### src/rtl/mul_wb_queue_pkg.sv
// Shared core package: machine widths and the mul writeback entry layout.
package mul_wb_queue_pkg;

  localparam int M_WIDTH        = 64;
  localparam int LG_ROB_ENTRIES = 6;
  localparam int LG_PRF_ENTRIES = 7;
  localparam int MUL_LAT        = 3;

  typedef struct packed {
    logic [M_WIDTH-1:0]        y;
    logic [LG_ROB_ENTRIES-1:0] rob_ptr;
    logic                      prf_val;
    logic [LG_PRF_ENTRIES-1:0] prf_ptr;
  } mul_wb_entry_t;

  function automatic logic [5:0] popcount32(input logic [31:0] v);
    logic [5:0] n;
    n = 6'd0;
    for (int i = 0; i < 32; i++) begin
      n = n + {5'd0, v[i]};
    end
    return n;
  endfunction

endpackage

### src/rtl/mul_wb_queue_if.sv
// Mul-unit result and writeback handshake bundle for the mul writeback queue.
interface mul_wb_queue_if;
  import mul_wb_queue_pkg::*;

  logic                      mul_go;
  logic                      mul_can_issue;
  logic                      mul_complete;
  logic [M_WIDTH-1:0]        mul_y;
  logic [LG_ROB_ENTRIES-1:0] mul_rob_ptr;
  logic                      mul_prf_val;
  logic [LG_PRF_ENTRIES-1:0] mul_prf_ptr;
  logic                      wb_valid;
  logic                      wb_ready;
  logic [M_WIDTH-1:0]        wb_y;
  logic [LG_ROB_ENTRIES-1:0] wb_rob_ptr;
  logic                      wb_prf_val;
  logic [LG_PRF_ENTRIES-1:0] wb_prf_ptr;

  modport master (
    output mul_go, mul_complete, mul_y, mul_rob_ptr, mul_prf_val, mul_prf_ptr, wb_ready,
    input  mul_can_issue, wb_valid, wb_y, wb_rob_ptr, wb_prf_val, wb_prf_ptr
  );

  modport slave (
    input  mul_go, mul_complete, mul_y, mul_rob_ptr, mul_prf_val, mul_prf_ptr, wb_ready,
    output mul_can_issue, wb_valid, wb_y, wb_rob_ptr, wb_prf_val, wb_prf_ptr
  );

endinterface

### src/rtl/mul_wb_queue_chk.sv
// Simulation checks on the credit protocol around the mul writeback queue.
module mul_wb_queue_chk (
  input logic clk,
  input logic reset,
  input logic push,
  input logic full,
  input logic mul_go,
  input logic mul_can_issue
);

  // Both conditions mean issue logic ignored the credit signal.
  push_into_full: assert property (@(posedge clk) disable iff (reset) !(push && full))
    else $error("mul_wb_queue: push while buffer full");

  go_without_credit: assert property (@(posedge clk) disable iff (reset) !(mul_go && !mul_can_issue))
    else $error("mul_wb_queue: mul_go without credit");

endmodule

### src/rtl/mul_wb_queue_fifo.sv
// wb_fifo: circular result buffer with head/tail pointers and an occupancy count.
module wb_fifo
  import mul_wb_queue_pkg::*;
#(
  parameter int DEPTH = 4
) (
  input  logic                   clk,
  input  logic                   reset,
  input  logic                   clear,
  input  logic                   push,
  input  logic                   pop,
  input  mul_wb_entry_t          push_data,
  output mul_wb_entry_t          head_data,
  output logic [$clog2(DEPTH):0] count,
  output logic                   full
);

  localparam int AW = $clog2(DEPTH);

  logic [AW-1:0] head_r;
  logic [AW-1:0] tail_r;
  logic [AW:0]   count_r;
  logic          push_ok_s;
  mul_wb_entry_t mem_r [DEPTH];

  // A push into a full buffer is only accepted when the head leaves in the same cycle.
  assign full      = (count_r == (AW+1)'(DEPTH));
  assign push_ok_s = push & (~full | pop);
  assign count     = count_r;
  assign head_data = mem_r[head_r];

  // Pointer and occupancy update; clear outranks push and pop.
  always_ff @(posedge clk or posedge reset) begin
    if (reset) begin
      head_r  <= '0;
      tail_r  <= '0;
      count_r <= '0;
    end else if (clear) begin
      head_r  <= '0;
      tail_r  <= '0;
      count_r <= '0;
    end else begin
      if (push_ok_s) tail_r <= tail_r + AW'(1);
      if (pop)       head_r <= head_r + AW'(1);
      case ({push_ok_s, pop})
        2'b10:   count_r <= count_r + (AW+1)'(1);
        2'b01:   count_r <= count_r - (AW+1)'(1);
        default: count_r <= count_r;
      endcase
    end
  end

  // Data array write; contents are don't-care while empty, so no reset.
  always_ff @(posedge clk) begin
    if (push_ok_s & ~clear) mem_r[tail_r] <= push_data;
  end

endmodule

### src/rtl/mul_wb_queue.sv
// Mul writeback queue: credit-tracked buffer between the mul unit and the PRF writeback arbiter.
module mul_wb_queue
  import mul_wb_queue_pkg::*;
#(
  parameter int DEPTH = 4,
  parameter int LAT   = MUL_LAT + 1
) (
  input logic          clk,
  input logic          reset,
  input logic          flush,
  mul_wb_queue_if.slave bus
);

  logic [LAT-1:0]         shadow_r;
  logic [$clog2(DEPTH):0] count_s;
  logic                   push_s;
  logic                   pop_s;
  logic                   full_s;
  logic                   wb_valid_s;
  logic [31:0]            used_s;
  mul_wb_entry_t          push_data_s;
  mul_wb_entry_t          head_data_s;

  // Only completions matched by a live shadow bit are real; stale ones from before a flush/reset drop.
  always_comb begin
    push_data_s = '{y: bus.mul_y, rob_ptr: bus.mul_rob_ptr,
                    prf_val: bus.mul_prf_val, prf_ptr: bus.mul_prf_ptr};
    push_s      = bus.mul_complete & shadow_r[LAT-1] & ~flush;
    wb_valid_s  = (count_s != '0);
    pop_s       = wb_valid_s & bus.wb_ready;
    used_s      = 32'(count_s) + 32'(popcount32(32'(shadow_r)));
  end

  // In-flight op tracker: one bit per outstanding mul, aligned to its completion cycle.
  always_ff @(posedge clk or posedge reset) begin
    if (reset) begin
      shadow_r <= '0;
    end else if (flush) begin
      shadow_r <= '0;
    end else begin
      shadow_r <= (shadow_r << 1) | LAT'(bus.mul_go);
    end
  end

  wb_fifo #(.DEPTH(DEPTH)) u_fifo (
    .clk       (clk),
    .reset     (reset),
    .clear     (flush),
    .push      (push_s),
    .pop       (pop_s),
    .push_data (push_data_s),
    .head_data (head_data_s),
    .count     (count_s),
    .full      (full_s)
  );

  assign bus.mul_can_issue = (used_s < 32'(DEPTH));
  assign bus.wb_valid      = wb_valid_s;
  assign bus.wb_y          = head_data_s.y;
  assign bus.wb_rob_ptr    = head_data_s.rob_ptr;
  assign bus.wb_prf_val    = head_data_s.prf_val;
  assign bus.wb_prf_ptr    = head_data_s.prf_ptr;

  mul_wb_queue_chk u_chk (
    .clk           (clk),
    .reset         (reset),
    .push          (push_s),
    .full          (full_s),
    .mul_go        (bus.mul_go),
    .mul_can_issue (bus.mul_can_issue)
  );

endmodule

### src/flat_wrapper.sv
// flat-port wrapper written by rule: the top's interface ports become plain ports
module mul_wb_queue_flat import mul_wb_queue_pkg::*;
#(
  parameter int DEPTH = 4,
  parameter int LAT   = MUL_LAT + 1
)
  (clk, reset, flush, bus_mul_go, bus_mul_complete, bus_mul_y, bus_mul_rob_ptr, bus_mul_prf_val, bus_mul_prf_ptr, bus_wb_ready, bus_mul_can_issue, bus_wb_valid, bus_wb_y, bus_wb_rob_ptr, bus_wb_prf_val, bus_wb_prf_ptr);
  mul_wb_queue_if bus_i ();
  input logic clk;
  input logic reset;
  input logic flush;
  input wire logic [$bits(bus_i.mul_go)-1:0] bus_mul_go;
  input wire logic [$bits(bus_i.mul_complete)-1:0] bus_mul_complete;
  input wire logic [$bits(bus_i.mul_y)-1:0] bus_mul_y;
  input wire logic [$bits(bus_i.mul_rob_ptr)-1:0] bus_mul_rob_ptr;
  input wire logic [$bits(bus_i.mul_prf_val)-1:0] bus_mul_prf_val;
  input wire logic [$bits(bus_i.mul_prf_ptr)-1:0] bus_mul_prf_ptr;
  input wire logic [$bits(bus_i.wb_ready)-1:0] bus_wb_ready;
  output wire logic [$bits(bus_i.mul_can_issue)-1:0] bus_mul_can_issue;
  output wire logic [$bits(bus_i.wb_valid)-1:0] bus_wb_valid;
  output wire logic [$bits(bus_i.wb_y)-1:0] bus_wb_y;
  output wire logic [$bits(bus_i.wb_rob_ptr)-1:0] bus_wb_rob_ptr;
  output wire logic [$bits(bus_i.wb_prf_val)-1:0] bus_wb_prf_val;
  output wire logic [$bits(bus_i.wb_prf_ptr)-1:0] bus_wb_prf_ptr;
  assign bus_i.mul_go = bus_mul_go;
  assign bus_i.mul_complete = bus_mul_complete;
  assign bus_i.mul_y = bus_mul_y;
  assign bus_i.mul_rob_ptr = bus_mul_rob_ptr;
  assign bus_i.mul_prf_val = bus_mul_prf_val;
  assign bus_i.mul_prf_ptr = bus_mul_prf_ptr;
  assign bus_i.wb_ready = bus_wb_ready;
  assign bus_mul_can_issue = bus_i.mul_can_issue;
  assign bus_wb_valid = bus_i.wb_valid;
  assign bus_wb_y = bus_i.wb_y;
  assign bus_wb_rob_ptr = bus_i.wb_rob_ptr;
  assign bus_wb_prf_val = bus_i.wb_prf_val;
  assign bus_wb_prf_ptr = bus_i.wb_prf_ptr;
  mul_wb_queue #(.DEPTH(DEPTH), .LAT(LAT)) u_core (.clk(clk), .reset(reset), .flush(flush), .bus(bus_i));
endmodule
### config.mk
export PLATFORM = sky130hd
export DESIGN_NAME = mul_wb_queue_flat
export DESIGN_NICKNAME = d
export VERILOG_FILES = /design/src/rtl/mul_wb_queue_pkg.sv /design/src/rtl/mul_wb_queue_if.sv /design/src/rtl/mul_wb_queue_chk.sv /design/src/rtl/mul_wb_queue_fifo.sv /design/src/rtl/mul_wb_queue.sv /design/src/flat_wrapper.sv
export SDC_FILE = /design/constraint.sdc
export NUM_CORES = 1
export LEC_CHECK = 0
export CORE_MARGIN = 2
export CORE_UTILIZATION = 50
export DETAILED_ROUTE_END_ITERATION = 12
export PLACE_DENSITY = 0.86
export RECOVER_POWER = 50
export SLEW_MARGIN = 20
export SYNTH_ARGS = -nofsm -noshare
export SYNTH_HDL_FRONTEND = slang
export SYNTH_SLANG_ARGS = --single-unit
### constraint.sdc
create_clock -name clk -period 4.7 [get_ports clk]
set_input_delay 1.175 -clock clk [delete_from_list [all_inputs] [get_ports clk]]
set_output_delay 1.175 -clock clk [all_outputs]
set_load 0.005 [all_outputs]
* After elaboration in Yosys (flattened, before gate mapping)
Memories as Yosys holds them, arrays and structs flattened. Cells that the tools add are included. W data, S select, Z words.
Storage, ports and cells: latch bits 0, register bits 11, logic and storage cells 39, bits in read-only memories 0, memories 1, memory bits (writable) 312, output and inout bits 80
Cells by class: multipliers 0, $lt $le $gt $ge 1, bitwise logic cells 9, multiplexer cells 9, add/subtract/negate cells 8, eq/ne operators 3, reduce and logical (&&, ||, !) cells 4, shifts and indexed selects 0, divide/modulo/power cells 0
Memories:
- u_core.u_fifo.mem_r | words 4, width 78, read ports 1, clocked after memory_dff 0, wr ports 1, RTL line mul_wb_queue_fifo.sv:24 | mul_wb_entry_t mem_r [DEPTH];
Operators with widths (number):
- $lt A32 B3 Y1 const B | 1
- $add A6 B1 Y6 | 2
- $mux W2 | 4
- $add A3 B6 Y7 | 1
- $pmux W3 S2 | 1
- $reduce_bool A3 Y1 | 2
- $and A1 B1 Y1 | 5
- $add A2 B1 Y2 const B | 2
- $mux W4 | 1
- $or A4 B1 Y4 | 1
- $reduce_bool A2 Y1 | 2
- $add A3 B1 Y3 const B | 1
- $eq A3 B3 Y1 const B | 1
- $mux W3 | 1
- $sub A3 B1 Y3 const B | 1
- $add A1 B1 Y2 | 1
- $eq A2 B1 Y1 const B | 1
- $eq A2 B2 Y1 const B | 1
- $mux W1 | 2
- $not A1 Y1 | 2
- $or A1 B1 Y1 | 1

* Longest topological paths before layout
depth after elaboration 7, mapped depth 6, mapped depth without buffers 6

* Cells and area by module
A second synthesis with hierarchy kept.
Unflattened totals: cell total of the unflattened synthesis 474, area, all modules 11916.4 µm²
By module, submodules not included:
- wb_fifo | area each 11700.0 µm², cells an instance 456, seq. area each 9544.2 µm², times used 1
- mul_wb_queue | area each 216.5 µm², cells an instance 18, seq. area each 100.1 µm², times used 1

* Least setup slack after synthesis
No wires, ideal clock.
path type input to register, start point input port flush, end point memory u_core.u_fifo.mem_r[0][0] (netlist bit) (enable), required time 4.255 ns, setup slack 0.651 ns, path buffers 0, stages on the path 3, arrival time 3.604 ns, cell sequence nand3b_2 > nor2_1 > and2_1
Between the ends: longest elaborated chain between the ends 6
RTL lines:
- start, declared | RTL line flat_wrapper.sv:11 | input logic flush;
- $not A1 Y1 * | RTL line mul_wb_queue_fifo.sv:55, mul_wb_queue.sv:28
- $and A1 B1 Y1 | RTL line mul_wb_queue.sv:28 | push_s = bus.mul_complete & shadow_r[LAT-1] & ~flush;
- $and A1 B1 Y1 | RTL line mul_wb_queue_fifo.sv:28 | assign push_ok_s = push & (~full | pop);
- $and A1 B1 Y1 * | RTL line mul_wb_queue_fifo.sv:55 | if (push_ok_s & ~clear) mem_r[tail_r] <= push_data;
- $mux W1 * | RTL line mul_wb_queue_fifo.sv:55
- $mux W1 (not written as such) * | RTL line mul_wb_queue_fifo.sv:55
- end, declared | RTL line mul_wb_queue_fifo.sv:24
Every way passes the cells marked *; elsewhere a longest branch is shown, timed or not.

* Worst setup path in the final report
start point input port flush, end point memory u_core.u_fifo.mem_r[2][37] (netlist bit) (enable)
Same word-level chain as after synthesis.

==> results.json <==
{
  "yosysTopAreaCellShare": 0.787,
  "synth_nets": 569,
  "cts_tree": "built",
  "hold_viol": 0,
  "crit_path_end_kind": "flop",
  "postCtsHoldBufs": 0,
  "grt_max_degree": 79,
  "grt_overflow": 0,
  "die_y_um": 158,
  "final_util": 0.648,
  "instances_no_fill": 1013,
  "fin_crit_ns": 4.21,
  "final_nets": 756,
  "synth_top_area_cell": "edfxtp_1",
  "drt-wirelength-per-cell_um": 22.6,
  "critical_path.slowest_cell": "and2_1",
  "cpPeakStageDelay_ns": 1.21,
  "path_clk_slew_ns": 0.06,
  "grt_first_pass_wirelength_um": 34200,
  "syn_avg_cell_area_um2": 25.1,
  "drtIter0Drc": 389,
  "finalMaxSlewViolations": 29,
  "yosys_most_used_dff": "edfxtp_1",
  "portBuffers": 163,
  "ir_worst_vdd_uv": 209,
  "cts_buffer_depth": 3,
  "pre_cts_ws_ns": 0.715,
  "critPathKind": "input port to flop",
  "fillers": 1518,
  "setup_ws_ns": 0.487,
  "netlist_area_um2": 11900,
  "clockPowerShare": 0.450,
  "violations": "capacitance limit, slew limit",
  "place_congestion": 0.737,
  "syn_to_final_growth_pct": 27.4,
  "clock_latency_ns": 0.54,
  "p_seq_frac": 0.520,
  "htreeDepth": 1,
  "final_area_um2": 15200,
  "die-area_um2": 25100,
  "status": "finished with violations",
  "hp-class": "flop to flop",
  "multi_input_area_um2": 2150,
  "placed_cell_area_um2": 14000,
  "synth.most_common_cell": "edfxtp_1",
  "finalSetupViolCount": 0,
  "maxSlewHeadroom": -0.00456,
  "max_freq_ghz": 0.237,
  "syn_inst": 475,
  "synth_area_leaders": "edfxtp_1, mux4_2, dfrtp_1",
  "p_sw_frac": 0.177,
  "min_delay_path_depth": 1,
  "core_um2": 23400,
  "ys_seq_area_frac": 0.810,
  "p_comb_frac": 0.030,
  "pin_count": 164,
  "cp_data_required_time_ns": 4.90,
  "ff_latch_area_um2": 9650,
  "arrival_ns": 4.42,
  "drv_cap": 1,
  "cp_max_fo": 50,
  "rows": 56,
  "drc_errors": 0,
  "fin_skew_ns": 0.0163,
  "intPower_mw": 5.01,
  "via_count": 5498,
  "grt_usage": 0.185,
  "dp_cells": 948,
  "cts_root_buffer": "clkbuf_16",
  "numCtsBuffers": 31,
  "dp_hpwl_um": 14000,
  "wirelength_um": 22900,
  "start_util": 0.509,
  "path_cells": "dlygate4sd3_1, nand3b_1, nor2_1, and2_1, buf_12",
  "viasPerCell": 5.43,
  "worst_slew_pin_slew_ns": 1.51,
  "powerDensity_nw_per_um2": 402,
  "grt_pass1_vias": 5794,
  "yosysWarnings": 0,
  "drive_above_1_share": 0.210,
  "cts_sinks": 323,
  "power.leakage_nw": 4.82,
  "cts_setup_buffers": 0,
  "critPathLaunchType": "input port",
  "cts_resized": 0,
  "drt-pass1-iter-count": 4,
  "ys_seq_elements": 323,
  "antenna_found_initial": 9,
  "setup_tns_ns": 0,
  "p_sw_mw": 1.08,
  "finalCritPeriodShare": 0.896,
  "die_w_um": 158,
  "worstRegToRegCells": 4,
  "postSynth.asyncResetShare": 0.0341,
  "ant_nets": 0,
  "grt_setup_unrepaired": "no",
  "synth-edff-count": 312,
  "synth_common_cells": "edfxtp_1, mux4_2, buf_2, dfrtp_1",
  "synthDistinctLibCells": 30
}
[metal layers]
metal | wire, um | track usage
met3 | 1570 | 0.0425
met5 | 13 | 0
met2 | 11500 | 0.309
met4 | 411 | 0.0502
met1 | 9340 | 0.248
[final timing paths]
kind / start / end / slack, ns
hold reg to reg: u_core.shadow_r[1] / u_core.shadow_r[2] / 0.54
setup / recovery: flush / u_core.u_fifo.mem_r[2][37] / 0.49
setup reg to reg: u_core.shadow_r[3] / u_core.u_fifo.mem_r[2][37] / 1.63
hold / removal: u_core.shadow_r[1] / u_core.shadow_r[2] / 0.54
min in group asynchronous: reset / u_core.shadow_r[0] / 1.06
max in group asynchronous: reset / u_core.u_fifo.head_r[1] / 3.30
[sequential cells by signal, indices dropped and copies added, names as in the netlist]
register	cells
u_core.shadow_r	4
u_core.u_fifo.head_r	2
u_core.u_fifo.tail_r	2
u_core.u_fifo.mem_r	312
u_core.u_fifo.count	3
[final cells by class]
type / count / share of cell area
Sequential cell: 323 / 0.637
Multi-Input combinational cell: 128 / 0.142
Timing Repair Buffer: 173 / 0.117
Clock buffer: 33 / 0.0517
Tap cell: 319 / 0.0263
Clock inverter: 24 / 0.0243
Antenna cell: 8 / 0.00132
Inverter: 5 / 0.00124
[critical path: cells and delay by family]
family	cells	cell delay, ns
AND/OR/NAND/NOR	3	2.07
buffers and inverters	2	1.12
[per-stage QoR]
step / total power [mW] / hold slack [ns]
2_1_floorplan: 3.28 / 0.468
3_5_place_dp: 3.43 / 0.537
3_3_place_gp: 3.42 / 0.490
6_report: 6.09 / 0.542
4_1_cts: 6.16 / 0.535
5_1_grt: 6.26 / 0.585
[logic make-up after synthesis]
logic type / after synthesis / synth area share
flops: 323 / 0.810
mux: 81 / 0.150
simple gates: 28 / 0.0129
buf+inv: 24 / 0.00914
fa+ha+maj: 10 / 0.0118
compound gates: 7 / 0.00410
xor+xnor: 2 / 0.00147
[power by group through the flow]
stage	clock [mW]	sequential (mW)	combinational (mW)
6_report	2.74	3.17	0.183
5_1_grt	2.90	3.17	0.197
4_1_cts	2.79	3.17	0.200
3_5_place_dp	0	3.23	0.198
3_3_place_gp	0	3.23	0.189
2_1_floorplan	0	3.22	0.0589
[layout by cell type (no fill, tap or decap), types with 2 or more instances in the layout]
master / synthesis / final
edfxtp_1: 312 / 312
dlygate4sd3_1: 0 / 82
clkdlybuf4s50_1: 0 / 81
mux4_2: 78 / 78
clkbuf_16: 0 / 31
bufinv_16: 0 / 10
dfrtp_1: 11 / 9
diode_2: 0 / 8
nor2_1: 8 / 8
ha_1: 8 / 8
clkinv_1: 0 / 7
inv_1: 5 / 5
clkinv_2: 0 / 5
buf_12: 0 / 5
buf_4: 1 / 5
nor2b_1: 4 / 4
mux2_2: 3 / 3
nand2_1: 3 / 3
a21oi_1: 2 / 2
nor4_1: 2 / 2
and2_4: 0 / 2
and2_1: 4 / 2
fa_1: 2 / 2
clkbuf_1: 6 / 2
clkinv_4: 0 / 2
dfrtp_4: 0 / 2
Note: power is estimated with default switching activity, not from simulation.
